[config.mk]
export PLATFORM = sky130hd
export DESIGN_NAME = serial_word_rx
export DESIGN_NICKNAME = d
export VERILOG_FILES = /design/src/rtl/sr_pkg.sv /design/src/rtl/sr_out_hold.sv /design/src/rtl/serial_word_rx.sv
export SDC_FILE = /design/constraint.sdc
export NUM_CORES = 1
export LEC_CHECK = 0
export CORE_MARGIN = 1
export CORE_UTILIZATION = 54
export CTS_CLUSTER_SIZE = 12
export DETAILED_ROUTE_END_ITERATION = 16
export GPL_TIMING_DRIVEN = 0
export HOLD_SLACK_MARGIN = 0.08
export PLACE_DENSITY = 0.88
export SLEW_MARGIN = 25
export SYNTH_ARGS = -nofsm -noshare
export SYNTH_HDL_FRONTEND = slang
export SYNTH_SLANG_ARGS = --single-unit
[constraint.sdc]
create_clock -name clk -period 2.5 [get_ports clk]
set_input_delay 0.5 -clock clk [delete_from_list [all_inputs] [get_ports clk]]
set_output_delay 0.5 -clock clk [all_outputs]
set_load 0.1 [all_outputs]
[src/rtl/sr_pkg.sv]
// sr_pkg: shared definitions for the serial word receiver.
//   state_e      - receiver FSM state encodings
//   SR_WIDTH     - default word width (matches the 5-bit shift register)
//   even_parity  - XOR reduction; 0 means an even number of ones
package sr_pkg;

  localparam int SR_WIDTH = 5;

  typedef enum logic [1:0] {
    ST_IDLE   = 2'd0,
    ST_DATA   = 2'd1,
    ST_PARITY = 2'd2,
    ST_STOP   = 2'd3
  } state_e;

  // Callers zero-extend to 16 bits; padding zeros do not change the result.
  function automatic logic even_parity(input logic [15:0] d);
    return ^d;
  endfunction

endpackage

[src/rtl/sr_out_hold.sv]
// sr_out_hold: single-entry holding register on a valid/ready interface.
// Ports:
//   clk, rst        - clock, synchronous active-low reset
//   wr_en, wr_data  - a completed word offered by the receiver (one cycle)
//   dout_ready      - consumer accept
//   dout            - held word
//   dout_valid      - dout holds an unconsumed word
//   overrun         - one-cycle pulse: offered word dropped because the register was full
module sr_out_hold #(
  parameter int WIDTH = 5
) (
  input  logic             clk,
  input  logic             rst,
  input  logic             wr_en,
  input  logic [WIDTH-1:0] wr_data,
  input  logic             dout_ready,
  output logic [WIDTH-1:0] dout,
  output logic             dout_valid,
  output logic             overrun
);

  logic [WIDTH-1:0] dout_q, dout_d;
  logic             dout_valid_q, dout_valid_d;
  logic             overrun_q, overrun_d;
  logic             accept;

  // dout_ready only matters while a word is held.
  assign accept = dout_valid_q & dout_ready;

  always_comb begin
    dout_d       = dout_q;
    dout_valid_d = dout_valid_q;
    overrun_d    = 1'b0;
    if (wr_en) begin
      // A word consumed this cycle frees the slot for the incoming one.
      if (!dout_valid_q || accept) begin
        dout_d       = wr_data;
        dout_valid_d = 1'b1;
      end else begin
        overrun_d = 1'b1;
      end
    end else if (accept) begin
      dout_valid_d = 1'b0;
    end
  end

  always_ff @(posedge clk) begin
    if (!rst) begin
      dout_q       <= '0;
      dout_valid_q <= 1'b0;
      overrun_q    <= 1'b0;
    end else begin
      dout_q       <= dout_d;
      dout_valid_q <= dout_valid_d;
      overrun_q    <= overrun_d;
    end
  end

  assign dout       = dout_q;
  assign dout_valid = dout_valid_q;
  assign overrun    = overrun_q;

endmodule

[src/rtl/serial_word_rx.sv]
// serial_word_rx: deserializes framed serial bits (start 0, WIDTH data bits,
// optional even parity, stop 1) into a word on a valid/ready output.
// Optional feature macro: SERIAL_RX_PARITY_EN inserts a parity bit after data.
// Ports:
//   clk, rst     - clock, synchronous active-low reset
//   bit_in       - serial data; bit_valid qualifies it (no advance when 0)
//   msb_first    - bit order, captured at the start bit
//   dout, dout_valid, dout_ready - received word handshake
//   busy         - frame in progress
//   frame_err    - pulse: stop bit was 0
//   overrun      - pulse: word dropped, holding register full
//   parity_err   - pulse: parity mismatch (0 without SERIAL_RX_PARITY_EN)
module serial_word_rx
  import sr_pkg::*;
#(
  parameter int WIDTH = SR_WIDTH,
  parameter int CNT_W = 3
) (
  input  logic             clk,
  input  logic             rst,
  input  logic             bit_in,
  input  logic             bit_valid,
  input  logic             msb_first,
  output logic [WIDTH-1:0] dout,
  output logic             dout_valid,
  input  logic             dout_ready,
  output logic             busy,
  output logic             frame_err,
  output logic             overrun,
  output logic             parity_err
);

  localparam logic [CNT_W-1:0] LAST_IDX = CNT_W'(WIDTH - 1);

  state_e           state_q, state_d;
  logic [CNT_W-1:0] cnt_q, cnt_d;
  logic [WIDTH-1:0] shift_q, shift_d;
  logic             dir_q, dir_d;
  logic             frame_err_q, frame_err_d;
  logic             parity_err_q, parity_err_d;
  logic             deliver;
  logic             par_ok;

`ifdef SERIAL_RX_PARITY_EN
  logic pbit_q, pbit_d;
  // Even parity: data plus parity bit must hold an even number of ones.
  assign par_ok = ~(even_parity(16'(shift_q)) ^ pbit_q);
`else
  assign par_ok = 1'b1;
`endif

  // State register
  always_ff @(posedge clk) begin
    if (!rst) state_q <= ST_IDLE;
    else      state_q <= state_d;
  end

  // Next-state logic
  always_comb begin
    state_d = state_q;
    if (bit_valid) begin
      case (state_q)
        ST_IDLE: if (!bit_in) state_d = ST_DATA;
        ST_DATA: begin
          if (cnt_q == LAST_IDX) begin
`ifdef SERIAL_RX_PARITY_EN
            state_d = ST_PARITY;
`else
            state_d = ST_STOP;
`endif
          end
        end
`ifdef SERIAL_RX_PARITY_EN
        ST_PARITY: state_d = ST_STOP;
`endif
        ST_STOP:  state_d = ST_IDLE;
        default:  state_d = ST_IDLE;
      endcase
    end
  end

  // Output / event logic: the stop-bit sample decides the frame's fate.
  always_comb begin
    busy         = (state_q != ST_IDLE);
    deliver      = 1'b0;
    frame_err_d  = 1'b0;
    parity_err_d = 1'b0;
    if (bit_valid && state_q == ST_STOP) begin
      if (!bit_in)      frame_err_d  = 1'b1;
      else if (!par_ok) parity_err_d = 1'b1;
      else              deliver      = 1'b1;
    end
  end

  // Datapath: bit counter, shifter, direction latch
  always_comb begin
    cnt_d   = cnt_q;
    shift_d = shift_q;
    dir_d   = dir_q;
`ifdef SERIAL_RX_PARITY_EN
    pbit_d  = pbit_q;
`endif
    if (bit_valid) begin
      case (state_q)
        ST_IDLE: begin
          if (!bit_in) begin
            cnt_d = '0;
            dir_d = msb_first;
          end
        end
        ST_DATA: begin
          shift_d = dir_q ? {shift_q[WIDTH-2:0], bit_in}
                          : {bit_in, shift_q[WIDTH-1:1]};
          cnt_d   = cnt_q + CNT_W'(1);
        end
`ifdef SERIAL_RX_PARITY_EN
        ST_PARITY: pbit_d = bit_in;
`endif
        default: ;
      endcase
    end
  end

  always_ff @(posedge clk) begin
    if (!rst) begin
      cnt_q        <= '0;
      shift_q      <= '0;
      dir_q        <= 1'b0;
      frame_err_q  <= 1'b0;
      parity_err_q <= 1'b0;
`ifdef SERIAL_RX_PARITY_EN
      pbit_q       <= 1'b0;
`endif
    end else begin
      cnt_q        <= cnt_d;
      shift_q      <= shift_d;
      dir_q        <= dir_d;
      frame_err_q  <= frame_err_d;
      parity_err_q <= parity_err_d;
`ifdef SERIAL_RX_PARITY_EN
      pbit_q       <= pbit_d;
`endif
    end
  end

  sr_out_hold #(.WIDTH(WIDTH)) u_hold (
    .clk        (clk),
    .rst        (rst),
    .wr_en      (deliver),
    .wr_data    (shift_q),
    .dout_ready (dout_ready),
    .dout       (dout),
    .dout_valid (dout_valid),
    .overrun    (overrun)
  );

  assign frame_err = frame_err_q;
`ifdef SERIAL_RX_PARITY_EN
  assign parity_err = parity_err_q;
`else
  assign parity_err = 1'b0;
`endif

endmodule

==> results.json <==
{
  "p_sw_share_pct": 25.64,
  "antenna_cells": 0,
  "grt_max_degree": 11,
  "relSlewSlack_pct": 34.98,
  "antenna_found_initial": 0,
  "cp_slowest_cell": "clkdlybuf4s50_1",
  "cts_hold_buf": 0,
  "clk_path_buf_depth": 2,
  "fmax_ghz": 0.4402,
  "io_pins": 16,
  "place_congestion": 0.7540,
  "hold_class": "reg -> reg",
  "post-route-period-util_pct": 90.87,
  "power.density_nw_per_um2": 496.5,
  "nNetsFinal": 122,
  "wl_mm": 1.583,
  "worst_slew_pin_slew_ns": 0.9722,
  "syn-num-nets": 104,
  "routed_via_density": 5.395,
  "rrSetupSlack_ns": 1.29,
  "p_clk_share_pct": 27.4,
  "r2r_start": "state_q[0]",
  "clkSinkCount": 19,
  "synthCells": 96,
  "cts_root_buf": "clkbuf_4",
  "worstHoldEndpoint": "u_hold.dout[3]",
  "hold_path_depth": 2,
  "core_area_um2": 1541,
  "clk_latency_ns": 0.28,
  "sequentialPowerShare_pct": 58.7,
  "max_stage_delay_ns": 1.13,
  "pwr-share-comb_pct": 13.8,
  "setup_viol": 0,
  "rows": 14,
  "start_util_pct": 58.85,
  "crit_family": "buffers and inverters",
  "pre_cts_ws_ns": 0.2760,
  "grt_pass1_vias": 652,
  "area_growth_pct": 19.31,
  "regToRegEndpoint": "shift_q[2]",
  "leakage_uw": 0.0003818,
  "grt_pass1_wl_mm": 2.732,
  "layout_setup_ws_ns": 0.2281,
  "cts_buffers": 3,
  "intPower_uw": 399.6,
  "cp-start-kind": "flop",
  "min-delay-start": "u_hold.dout[3]",
  "postRouteAntennaNets": 0,
  "ir_worst_vdd_mv": 0.3582,
  "seq_area_frac_synth_pct": 41.93,
  "drt_first_pass_iters": 4,
  "synth.avg_cell_area_um2": 9.449,
  "crit_chain": "clkdlybuf4s50_1",
  "cp-end-kind": "output pin",
  "finalClockSkew_ns": 0.004440,
  "wire_per_inst_um": 12.27,
  "dp_hpwl_mm": 1.207,
  "rsz0062_at_grt": "false",
  "tns_ns": 0,
  "path_clk_slew_ns": 0.10,
  "status": "complete, no violations",
  "vias": 696,
  "overflow": 0,
  "ys_ff_latch": 19,
  "hold_viol_final": 0,
  "dieHeight_um": 42.99,
  "synthFlopType": "dfxtp_1",
  "rr_worst_depth": 5,
  "drtIter0Drc": 7,
  "async_reset_ff_share_pct": 0,
  "netlist_area_um2": 907.1,
  "port_buffers": 13,
  "path_buf_inv": 1,
  "cp.arrival_ns": 1.77,
  "synth-edff-count": 0,
  "drv_cap": 0,
  "p_sw_uw": 137.8,
  "finalCriticalPeriod_ns": 2.272,
  "grt_usage_pct": 19.42,
  "critPathKind": "reg -> out",
  "die_area_um2": 1848,
  "ctsHtreeMaxLevel": 1,
  "ys_warn_count": 0,
  "cp_max_fo": 2,
  "layout-drive-gt1-share_pct": 16.81,
  "drc": 0,
  "synth_cell_types": 29,
  "cts_tree": "done",
  "die_w_um": 42.99,
  "slew_violations": 0,
  "worst_ep_required_time_ns": 2.00,
  "fin_util_pct": 70.21
}
==> per-stage QoR <==
stage	power (uW)	hold WS [ns]	instance area (um2)	instances
after floorplan	379.0	0.4512	907.1	96
after global placement	395.0	0.4417	1057	125
after detailed placement	398.2	0.4525	1057	125
after CTS	540.8	0.4666	1082	129
after global routing	562.9	0.4744	1082	129
final	537.4	0.4649	1082	129
==> cells by family after synthesis <==
group                    share of synthesized area, %
AO/OA/AOI/OAI                                   11.59
other                                          0.4134
flip-flops                                      41.93
AND/OR/NAND/NOR                                 22.76
multiplexers                                    12.14
adder cells (fa/ha/maj)                         2.758
buffers and inverters                           8.412
==> power groups by stage <==
stage	sequential [uW]	clock [uW]	combinational, uW
2_1_floorplan	321	0	57.9
3_3_place_gp	322	0	72.6
3_5_place_dp	323	0	75.4
4_1_cts	316	150	74.7
5_1_grt	317	165	80.7
6_report	316	147	74.3
==> worst min-delay path, cell delays in order (launching register included) <==
cell and delay (ns):
dfxtp_1 0.32, nand2_1 0.05, mux2i_1 0.05
==> flip-flops by register name, indices dropped and copies added (netlist names) <==
register,cells
cnt_q,3
dir_q,1
frame_err,1
shift_q,5
state_q,2
u_hold.dout,5
u_hold.dout_valid,1
u_hold.overrun,1
==> layer usage <==
layer | GRT usage (%) | vias to the layer above | wire, um
li1 | - | 360 | -
met1 | 24.40 | 322 | 720
met2 | 33.64 | 14 | 793
met3 | 3.830 | 0 | 69
met4 | 5.455 | 0 | 0
met5 | 0 | - | 0
==> worst max-delay path by stage <==
stage	from	endpoint	slack (ns)	depth (start not counted)
2_1_floorplan	u_hold.dout_valid	u_hold.dout[0]	0.86	4
3_3_place_gp	state_q[0]	busy	0.31	3
3_5_place_dp	state_q[0]	busy	0.28	3
4_1_cts	u_hold.dout[0]	dout[0]	0.22	1
5_1_grt	u_hold.dout[2]	dout[2]	0.17	1
6_report	u_hold.dout[2]	dout[2]	0.23	1
==> cell type report <==
class                   count  area, um2
plain buffers               9      61.31
clock buffers               4      26.28
fillers                   123      459.2
inverters                   4      15.01
multi-input cells          64      450.4
flip-flops and latches     19      380.4
well taps                  16      20.02
repair buffers             13      128.9
==> layout by cell type (no fill, tap or decap), drive strengths merged, types with 4 or more instances in the layout <==
master	n
a211oi	6
a21oi	4
buf	7
clkbuf	6
clkdlybuf4s50	12
dfxtp	19
inv	4
mux2i	11
nand2	10
nor2	9
==> synthesized netlist by cell type, drive strengths merged, types with 2 or more instances <==
cell type | count | area (um2)
a211oi | 6 | 65.06
nand4b | 2 | 17.52
clkbuf | 2 | 7.510
nor2 | 9 | 43.79
nor2b | 3 | 18.77
inv | 4 | 15.01
nand2 | 10 | 37.54
mux2i | 11 | 110.1
a21oi | 4 | 20.02
nand2b | 3 | 18.77
ha | 2 | 25.02
dfxtp | 19 | 380.4
buf | 7 | 53.79
nor3 | 3 | 15.01
nand4 | 2 | 12.51
==> timing repair <==
action	CTS	global route
gates resized for setup	1	0
setup buffers	0	0
endpoints found under the setup margin	1	0
Note: power is estimated with default switching activity, not from simulation.
